`config.mk`:
```
export PLATFORM = sky130hd
export DESIGN_NAME = branch_resolve_bht
export DESIGN_NICKNAME = d
export VERILOG_FILES = /design/src/rtl/core_pkg.sv /design/src/rtl/br_compare.sv /design/src/rtl/branch_resolve_bht.sv
export SDC_FILE = /design/constraint.sdc
export NUM_CORES = 1
export LEC_CHECK = 0
export CAP_MARGIN = 20
export CORE_ASPECT_RATIO = 0.7
export CORE_MARGIN = 3
export CORE_UTILIZATION = 35
export DETAILED_ROUTE_END_ITERATION = 16
export HOLD_SLACK_MARGIN = 0.08
export PLACE_DENSITY_LB_ADDON = 0.08
export SYNTH_ARGS = -nofsm -noshare
export SYNTH_HDL_FRONTEND = slang
export SYNTH_HIERARCHICAL = 1
export SYNTH_SLANG_ARGS = --single-unit
```
`constraint.sdc`:
```
create_clock -name clk -period 13.2 [get_ports clk]
set_clock_uncertainty 0.1 [all_clocks]
set_input_delay 2.64 -clock clk [delete_from_list [all_inputs] [get_ports clk]]
set_output_delay 2.64 -clock clk [all_outputs]
set_load 0.02 [all_outputs]
```
`src/rtl/core_pkg.sv`:
```
// Shared branch-unit definitions: branch condition encoding, BHT reset value
// and the 2-bit saturating counter step.
package core_pkg;

    typedef enum logic [2:0] {
        BR_EQ     = 3'b000,
        BR_NE     = 3'b001,
        BR_LT     = 3'b010,
        BR_GE     = 3'b011,
        BR_LTU    = 3'b100,
        BR_GEU    = 3'b101,
        BR_NEVER  = 3'b110,
        BR_ALWAYS = 3'b111
    } br_type_e;

    localparam logic [1:0] BHT_INIT = 2'b01;

    function automatic logic [1:0] sat_ctr_next(input logic [1:0] ctr, input logic taken);
        logic [1:0] nxt;
        case ({taken, ctr})
            3'b1_11: nxt = 2'b11;
            3'b0_00: nxt = 2'b00;
            3'b1_00: nxt = 2'b01;
            3'b1_01: nxt = 2'b10;
            3'b1_10: nxt = 2'b11;
            3'b0_01: nxt = 2'b00;
            3'b0_10: nxt = 2'b01;
            3'b0_11: nxt = 2'b10;
            default: nxt = ctr;
        endcase
        return nxt;
    endfunction

endpackage

```
`src/rtl/br_compare.sv`:
```
// Combinational branch condition evaluator on forwarded operands.
module br_compare
    import core_pkg::*;
#(
    parameter int XLEN = 32
) (
    input  logic [XLEN-1:0] a,
    input  logic [XLEN-1:0] b,
    input  logic [2:0]      br_type,
    output logic            taken
);

    // Condition select; lt/ge are signed, ltu/geu unsigned.
    always_comb begin
        taken = 1'b0;
        case (br_type_e'(br_type))
            BR_EQ:     taken = (a == b);
            BR_NE:     taken = (a != b);
            BR_LT:     taken = ($signed(a) <  $signed(b));
            BR_GE:     taken = ($signed(a) >= $signed(b));
            BR_LTU:    taken = (a <  b);
            BR_GEU:    taken = (a >= b);
            BR_NEVER:  taken = 1'b0;
            BR_ALWAYS: taken = 1'b1;
            default:   taken = 1'b0;
        endcase
    end

endmodule

```
`src/rtl/branch_resolve_bht.sv`:
```
// Branch resolution unit: execute-stage condition check with registered redirect,
// PC-indexed 2-bit BHT for fetch prediction, and saturating branch statistics.
module branch_resolve_bht
    import core_pkg::*;
#(
    parameter int XLEN        = 32,
    parameter int BHT_ENTRIES = 64,
    parameter int IDX_LSB     = 2,
    parameter int STAT_W      = 32
) (
    input  logic              clk,
    input  logic              rst,
    input  logic [XLEN-1:0]   pc_f,
    output logic              pred_taken_f,
    input  logic              valid_e,
    input  logic              stall_e,
    input  logic [XLEN-1:0]   pc_e,
    input  logic [XLEN-1:0]   rdata_FA,
    input  logic [XLEN-1:0]   rdata_FB,
    input  logic [2:0]        br_type,
    input  logic              pred_taken_e,
    input  logic [XLEN-1:0]   target_e,
    output logic              br_taken,
    output logic              mispredict,
    output logic [XLEN-1:0]   redirect_pc,
    output logic [STAT_W-1:0] n_branches,
    output logic [STAT_W-1:0] n_mispred
);

    localparam int IDX_W = (BHT_ENTRIES > 1) ? $clog2(BHT_ENTRIES) : 1;
    localparam logic [XLEN-1:0]   PC_STEP  = {{(XLEN-3){1'b0}}, 3'b100};
    localparam logic [STAT_W-1:0] STAT_ONE = {{(STAT_W-1){1'b0}}, 1'b1};
    localparam logic [STAT_W-1:0] STAT_MAX = {STAT_W{1'b1}};

    logic [1:0]        bht_r [BHT_ENTRIES];
    logic [IDX_W-1:0]  idx_f_s;
    logic [IDX_W-1:0]  idx_e_s;
    logic              cmp_taken_s;
    logic              resolve_s;
    logic              cond_s;
    logic              wrong_s;
    logic              mispredict_r;
    logic [XLEN-1:0]   redirect_pc_r;
    logic [STAT_W-1:0] n_branches_r;
    logic [STAT_W-1:0] n_mispred_r;
    logic              unused_pc_f_s;

    assign idx_f_s       = pc_f[IDX_LSB +: IDX_W];
    assign idx_e_s       = pc_e[IDX_LSB +: IDX_W];
    assign unused_pc_f_s = ^pc_f;

    br_compare #(.XLEN(XLEN)) u_br_compare (
        .a       (rdata_FA),
        .b       (rdata_FB),
        .br_type (br_type),
        .taken   (cmp_taken_s)
    );

    assign br_taken     = valid_e & cmp_taken_s;
    assign resolve_s    = valid_e & ~stall_e;
    assign cond_s       = (br_type != 3'b110) && (br_type != 3'b111);
    assign wrong_s      = (br_taken != pred_taken_e);
    // Read sees the pre-update counter on a same-cycle write; no bypass.
    assign pred_taken_f = bht_r[idx_f_s][1];

    // BHT training on resolved conditional branches.
    always_ff @(posedge clk) begin
        if (rst) begin
            for (int i = 0; i < BHT_ENTRIES; i++) begin
                bht_r[i] <= BHT_INIT;
            end
        end else if (resolve_s && cond_s) begin
            bht_r[idx_e_s] <= sat_ctr_next(bht_r[idx_e_s], br_taken);
        end
    end

    // One-cycle redirect pulse; redirect_pc holds between mispredicts.
    always_ff @(posedge clk) begin
        if (rst) begin
            mispredict_r  <= 1'b0;
            redirect_pc_r <= {XLEN{1'b0}};
        end else if (resolve_s && wrong_s) begin
            mispredict_r  <= 1'b1;
            redirect_pc_r <= br_taken ? target_e : (pc_e + PC_STEP);
        end else begin
            mispredict_r  <= 1'b0;
        end
    end

    // Saturating statistics for conditional branches only.
    always_ff @(posedge clk) begin
        if (rst) begin
            n_branches_r <= {STAT_W{1'b0}};
            n_mispred_r  <= {STAT_W{1'b0}};
        end else if (resolve_s && cond_s) begin
            if (n_branches_r != STAT_MAX) begin
                n_branches_r <= n_branches_r + STAT_ONE;
            end
            if (wrong_s && (n_mispred_r != STAT_MAX)) begin
                n_mispred_r <= n_mispred_r + STAT_ONE;
            end
        end
    end

    assign mispredict  = mispredict_r;
    assign redirect_pc = redirect_pc_r;
    assign n_branches  = n_branches_r;
    assign n_mispred   = n_mispred_r;

endmodule

```
==> results of run 1 <==
[worst paths after layout]
check,endpoint,from,slack [ps]
setup / recovery,br_taken,rdata_FB[15],3560
hold / removal,redirect_pc[4]$_SDFFE_PP0P_,redirect_pc[4]$_SDFFE_PP0P_,370
setup reg to reg,bht_r[1][1]$_SDFFCE_PN0P_,bht_r[13][1]$_SDFFCE_PN0P_,9080
hold reg to reg,redirect_pc[4]$_SDFFE_PP0P_,redirect_pc[4]$_SDFFE_PP0P_,370
[power by group through the flow]
stage	sequential (mW)	clock (mW)	combinational, mW
5_1_grt	0.767	0.783	0.297
4_1_cts	0.765	0.758	0.274
3_5_place_dp	0.780	0	0.273
3_3_place_gp	0.780	0	0.272
2_1_floorplan	0.786	0	0.146
6_report	0.765	0.742	0.275
[stage by stage]
| stage | total power [mW] | instance area, um^2 | util, % |
|---|---|---|---|
| 6_report | 1.78 | 16700 | 45.9 |
| 3_5_place_dp | 1.05 | 15800 | 43.4 |
| 5_1_grt | 1.85 | 16700 | 45.9 |
| 4_1_cts | 1.80 | 16700 | 45.8 |
| 3_3_place_gp | 1.05 | 15800 | 43.4 |
| 2_1_floorplan | 0.932 | 13100 | - |
[layout make-up]
class / count / area (um^2) / share of cell area (%)
well taps: 480 / 601 / 3.60
repair buffers: 256 / 2520 / 15.1
clock inverters: 11 / 134 / 0.802
multi-input cells: 1009 / 6710 / 40.2
clock buffers: 35 / 736 / 4.41
diodes: 2 / 5.00 / 0.0300
flip-flops and latches: 225 / 5790 / 34.7
inverters: 53 / 199 / 1.19
[registers in the layout, indices dropped and copies added, names as in the netlist]
| name | flops |
|---|---|
| mispredict | 1 |
| n_branches | 32 |
| bht_r | 128 |
| n_mispred | 32 |
| redirect_pc | 32 |
[cells in the final DEF, fill, tap and decap left out, types with 7 or more instances in the layout]
master	synthesis	final
a211oi_1	24	24
nand2_1	76	75
a21boi_0	25	25
or2_2	67	67
nor2b_1	8	8
clkinv_2	0	7
buf_4	10	15
a31oi_1	14	14
a21oi_1	64	64
and4_1	15	15
dfxtp_1	97	97
and3_1	18	18
clkdlybuf4s50_1	0	237
ha_1	35	35
mux2i_1	30	30
clkbuf_16	0	26
mux4_2	27	27
inv_1	52	52
o21ai_0	96	96
nand3_1	39	39
xor2_1	43	43
or3_1	16	16
a221oi_1	10	10
o22ai_1	7	7
edfxtp_1	128	128
nor2_1	193	193
a21boi_1	38	38
nand4_1	34	34
xnor2_1	34	34
nor3_1	17	17
[cell families after synthesis]
kind of cell / after synthesis
XOR/XNOR: 77
flip-flops: 225
AND/OR/NAND/NOR: 518
AO/OA/AOI/OAI: 316
buffers and inverters: 141
adder cells (fa/ha/maj): 35
multiplexers: 63
[per-layer routing]
metal / wire, um / share of wire, %
met4: 1040 / 2.5
met5: 0 / 0
met2: 17800 / 42
met1: 19900 / 48
met3: 3160 / 7.5
[tightest hold or removal path: cells and delay by family, from the launching register on]
family / cells / cell delay (ps)
AOI/OAI and AO/OA: 1 / 50
and+or+nand+nor: 1 / 50
DFF: 1 / 310
==> run metrics, run 1 <==
status=completed; WL final=41900 um; core area=36400 um^2; non-filler instance count after layout=2071; largest net degree at the start of global routing=91; slowest cell on the critical path=clkdlybuf4s50_1; class of the most critical hold timing path=flop to flop; setup bufs post-CTS=0; Syn Inst Count=1375; CTS tree=yes; Tcrit/Tclk final=73.0%; post-cts sizing count=0; nets=1773; Initial Utilization=36.0%; layout cell share with drive strength beyond 1=11.1%; worst-case reg-to-reg path depth=8; final hold viol count=0; die area=39800 um^2; sw power=0.469 mW; RePlAce Congestion=0.793; unrepaired setup endpoints after global routing=false; post-synth top area cell=edfxtp_1; compound-gate portion of the synthesized area=15.3%; Pleak=5.62 nW; Slew Viols, Final=0; pre-CTS setup slack=2570 ps; syn nets=1578; EDFF count, synth=128; vias in the first global route=10900; IO Count=267; largest delay contributor family on the critical path=buffers and inverters; DP HPWL=29100 um; Clk pwr share=41.6%; Seq/Total Area, Yosys=44.2%; Clk Latency, worst-skew pair=540 ps; adder-cell share of the synthesized area=3.35%; count leader, synth=nor2_1; pwr dens=107 nW/um^2; final setup TNS=0 ps; CTS sink count=225; internal power=1.31 mW; Sw Share=26.3%; clock transition at the registers of the reported paths=60 ps; Routed Antenna Nets=0; final setup violation count=0; drt initial violations=756; worst vdd ir=0.0781 mV; Worst Path Max Fanout=14; Simple-Gate Fraction of Synth Area=19.8%; WHS Path Cells=2; register bit total from synthesis=225; hold buffers post-CTS=0; # fillers=3519; post-synthesis mux area share=7.46%; largest cells by area after synthesis=edfxtp_1, dfxtp_1, nor2_1, mux4_2, o21ai_0; combinational share of power=15.4%; DR pass1 iterations=5; synth-to-layout area growth=27.6%; initial antenna violation count=2; num rows=58; Die Ht=168 um; Min Hold Slack=366 ps; worst slew pin tran=1080 ps; Max Root-Sink Buffers=3; Fmax=104 MHz; CTS Buf Count=25; Avg Inst Size Synth=9.51 um^2; total global-route track usage=20.6%; Synth Area in XOR/XNOR=5.16%; Max H-tree Level=1; critical path depth in cells=12; Worst Path Buf+Inv=4; Netlist cell types=68; worst path arrival time=6900 ps; global-route wire length before repair=65300 um; Max-slew headroom=27.9%; via count=11200; GR peak layer=met2; Placed Cells incl. Taps=2020; vias per inst=5.41; Synth top area share=29.4%; top_reg_cell synth=edfxtp_1; Post-synth ARST share=0%; Worst setup SP type=input port; grt met3 use=4.61%; top post-synthesis cells by count=nor2_1, edfxtp_1, dfxtp_1; Overflow after GRT=0; Setup crit end kind=output pin; main combinational cell family by area after synthesis=simple AND/OR/NAND/NOR gates; Crit Path Category=input port to output pin; port bufs=240; Residual DRC=0; Yosys warnings=6; crit path cell chain=clkdlybuf4s50_1 > inv_1 > ha_1 > nand4_1 > or4_1 > o21a_1 > o2111a_1 > o21a_1 > a311oi_1 > nand2_2 > inv_1 > clkdlybuf4s50_1; Netlist Area Pre-Place=13100 um^2; die extent in x=237 um; global-route met1 utilization=30.4%; Worst Path Required=10460 ps; GR Util met2=30.5%; DR WL/cell=20.2 um; Clock Tree Root=clkbuf_16; CP max stage delay=730 ps; PnR worst setup slack=3560 ps; Max-Cap Viols=0; min Tclk post-route=9640 ps; sequential fraction of design power=42.9%
Note: power is estimated with default switching activity, not from simulation.
==> run 2, diff against run 1 <==
==> constraint.sdc (replaced) <==
create_clock -name clk -period 9.31 [get_ports clk]
set_clock_uncertainty 0.1 [all_clocks]
set_input_delay 1.862 -clock clk [delete_from_list [all_inputs] [get_ports clk]]
set_output_delay 1.862 -clock clk [all_outputs]
set_load 0.02 [all_outputs]
==> run 2 against run 1 <==
  * Clock power rose by 35%
  * Final cell count barely moved
  * Hold slack got worse by 5.5 ps
  * Combinational power rose by 43%
  * Worst setup slack got worse by 1800 ps
  * Total power rose by 39%
  * Cell area fell by 0.25%
  * Via count barely moved
==> run metrics, run 2 (same netlist as run 1, synthesis figures left out) <==
IO Count=267 (unchanged); total global-route track usage=20.7% (was 20.6%); Tcrit/Tclk final=80.9%; Worst Path Required=7350 ps (was 10460 ps); Placed Cells incl. Taps=2022 (was 2020); end of the worst register-to-register path=bht_r[29][0]$_SDFFCE_PN1P_ (was bht_r[1][1]$_SDFFCE_PN0P_); Hold Path Origin=redirect_pc[4]$_SDFFE_PP0P_ (unchanged); non-filler instance count after layout=2073 (was 2071); Max Root-Sink Buffers=3 (unchanged); Die Ht=168 um (unchanged); post-cts sizing count=0 (unchanged); Fmax=133 MHz; worst-case reg-to-reg path depth=8 (unchanged); Clk Latency, worst-skew pair=550 ps (was 540 ps); Max H-tree Level=1 (unchanged); WHS Path Cells=2 (unchanged); CP max stage delay=710 ps (was 730 ps); Initial Utilization=36.0% (unchanged); status=completed (unchanged); CTS Buf Count=26 (was 25); Tot Pwr=2.48 mW (was 1.78 mW); Slew Viols, Final=0 (unchanged); DP HPWL=29300 um (was 29100 um); final hold viol count=0 (unchanged); largest net degree at the start of global routing=89 (was 91); CTS tree=yes (unchanged); Max-Cap Viols=0 (unchanged); Residual DRC=0 (unchanged); Min Hold Slack=360 ps (was 366 ps); layout cell share with drive strength beyond 1=10.7% (was 11.1%); vias per inst=5.40 (was 5.41); RePlAce Congestion=0.779 (was 0.793); nets=1775 (was 1773); final setup TNS=0 ps (unchanged); crit path cell chain=clkdlybuf4s50_1 > inv_1 > ha_1 > nand4_1 > or4_1 > o21a_1 > o2111a_1 > o21a_1 > a311oi_1 > nand2_2 > inv_1 > clkdlybuf4s50_1 (unchanged); DR pass1 iterations=5 (unchanged); worst vdd ir=0.114 mV (was 0.0781 mV); Max-slew headroom=27.5% (was 27.9%); Setup crit end kind=output pin (unchanged); core area=36400 um^2 (unchanged); Worst Path Max Fanout=4 (was 14); slowest cell on the critical path=a311oi_1 (was clkdlybuf4s50_1); via count=11200 (about the same); Worst R2R Start=bht_r[9][1]$_SDFFCE_PN0P_ (was bht_r[13][1]$_SDFFCE_PN0P_); Crit Path Category=input port to output pin (unchanged); die extent in x=237 um (unchanged); WL final=41900 um (about the same); Overflow after GRT=0 (unchanged); hold buffers post-CTS=0 (unchanged); min Tclk post-route=7540 ps; Final Core Density=45.8% (was 45.9%); setup bufs post-CTS=0 (unchanged); class of the most critical hold timing path=flop to flop (unchanged); largest delay contributor family on the critical path=compound AO/OA/AOI/OAI gates (was buffers and inverters); Pleak=5.59 nW (was 5.62 nW); commonest cells after routing, fill and taps aside=clkdlybuf4s50_1, nor2_1, edfxtp_1 (unchanged); global-route wire length before repair=65400 um (was 65300 um); worst slew pin tran=1080 ps (about the same); die area=39800 um^2 (unchanged); DR WL/cell=20.2 um (about the same); vias in the first global route=11000 (was 10900); unrepaired setup endpoints after global routing=false (unchanged); final setup violation count=0 (unchanged); Worst Path Buf+Inv=4 (unchanged); Clock Tree Root=clkbuf_16 (unchanged); Largest register FFs=128 (unchanged); CTS sink count=225 (unchanged); Reg2Reg Setup Slack=5430 ps (was 9080 ps); num rows=58 (unchanged); synth-to-layout area growth=27.3% (was 27.6%); Worst Hold End=redirect_pc[4]$_SDFFE_PP0P_ (unchanged); Worst setup SP type=input port (unchanged); Routed Antenna Nets=0 (unchanged); worst path arrival time=5570 ps (was 6900 ps); port bufs=240 (unchanged); Largest Register=bht_r (unchanged); pwr dens=149 nW/um^2 (was 107 nW/um^2); commonest non-fill, non-tap cell in the layout=clkdlybuf4s50_1 (unchanged); initial antenna violation count=2 (unchanged); clock transition at the registers of the reported paths=60 ps (about the same); drt initial violations=794 (was 756)
[run 2: stage by stage]
step	instance area (um^2)	setup WS (ps)
3_5_place_dp	15800	1740
5_1_grt	16600	1510
3_3_place_gp	15800	1760
2_1_floorplan	13100	2890
6_report	16600	1770
4_1_cts	16600	1730
[run 2: worst max-delay path by stage]
stage / startpoint / end / slack [ps] / cells past startpoint
2_1_floorplan: rdata_FB[15] / br_taken / 2890 / 11
3_3_place_gp: rdata_FB[15] / br_taken / 1760 / 12
3_5_place_dp: rdata_FB[15] / br_taken / 1740 / 12
4_1_cts: rdata_FB[15] / br_taken / 1730 / 12
5_1_grt: rdata_FB[15] / br_taken / 1510 / 12
6_report: rdata_FB[15] / br_taken / 1770 / 12
[run 2: tightest hold or removal path: stages, from the launching register on]
cell and delay (ps):
dfxtp_1 310, nand2_1 50, a21oi_1 50
[run 2: layer usage]
| layer | GRT usage, % | vias up | routed length (um) |
|---|---|---|---|
| met5 | 0 | - | 13 |
| met4 | 4.70 | 2 | 911 |
| met3 | 5.22 | 57 | 3210 |
| met2 | 31.4 | 380 | 18200 |
| met1 | 29.6 | 5375 | 19600 |
| li1 | - | 5384 | - |
[run 2: power by group]
group          leakage, nW  total, mW  switching (mW)  internal (mW)
sequential            1.93       1.09          0.0143           1.07
clock                0.404      0.999           0.422          0.577
combinational         3.25      0.393           0.232          0.161
[run 2: area by class of cell]
type	instances	area, um^2
fillers	3524	19700
multi-input cells	1009	6710
repair buffers	257	2530
well taps	480	601
inverters	53	199
diodes	1	2.50
clock buffers	28	679
flip-flops and latches	225	5790
clock inverters	20	135
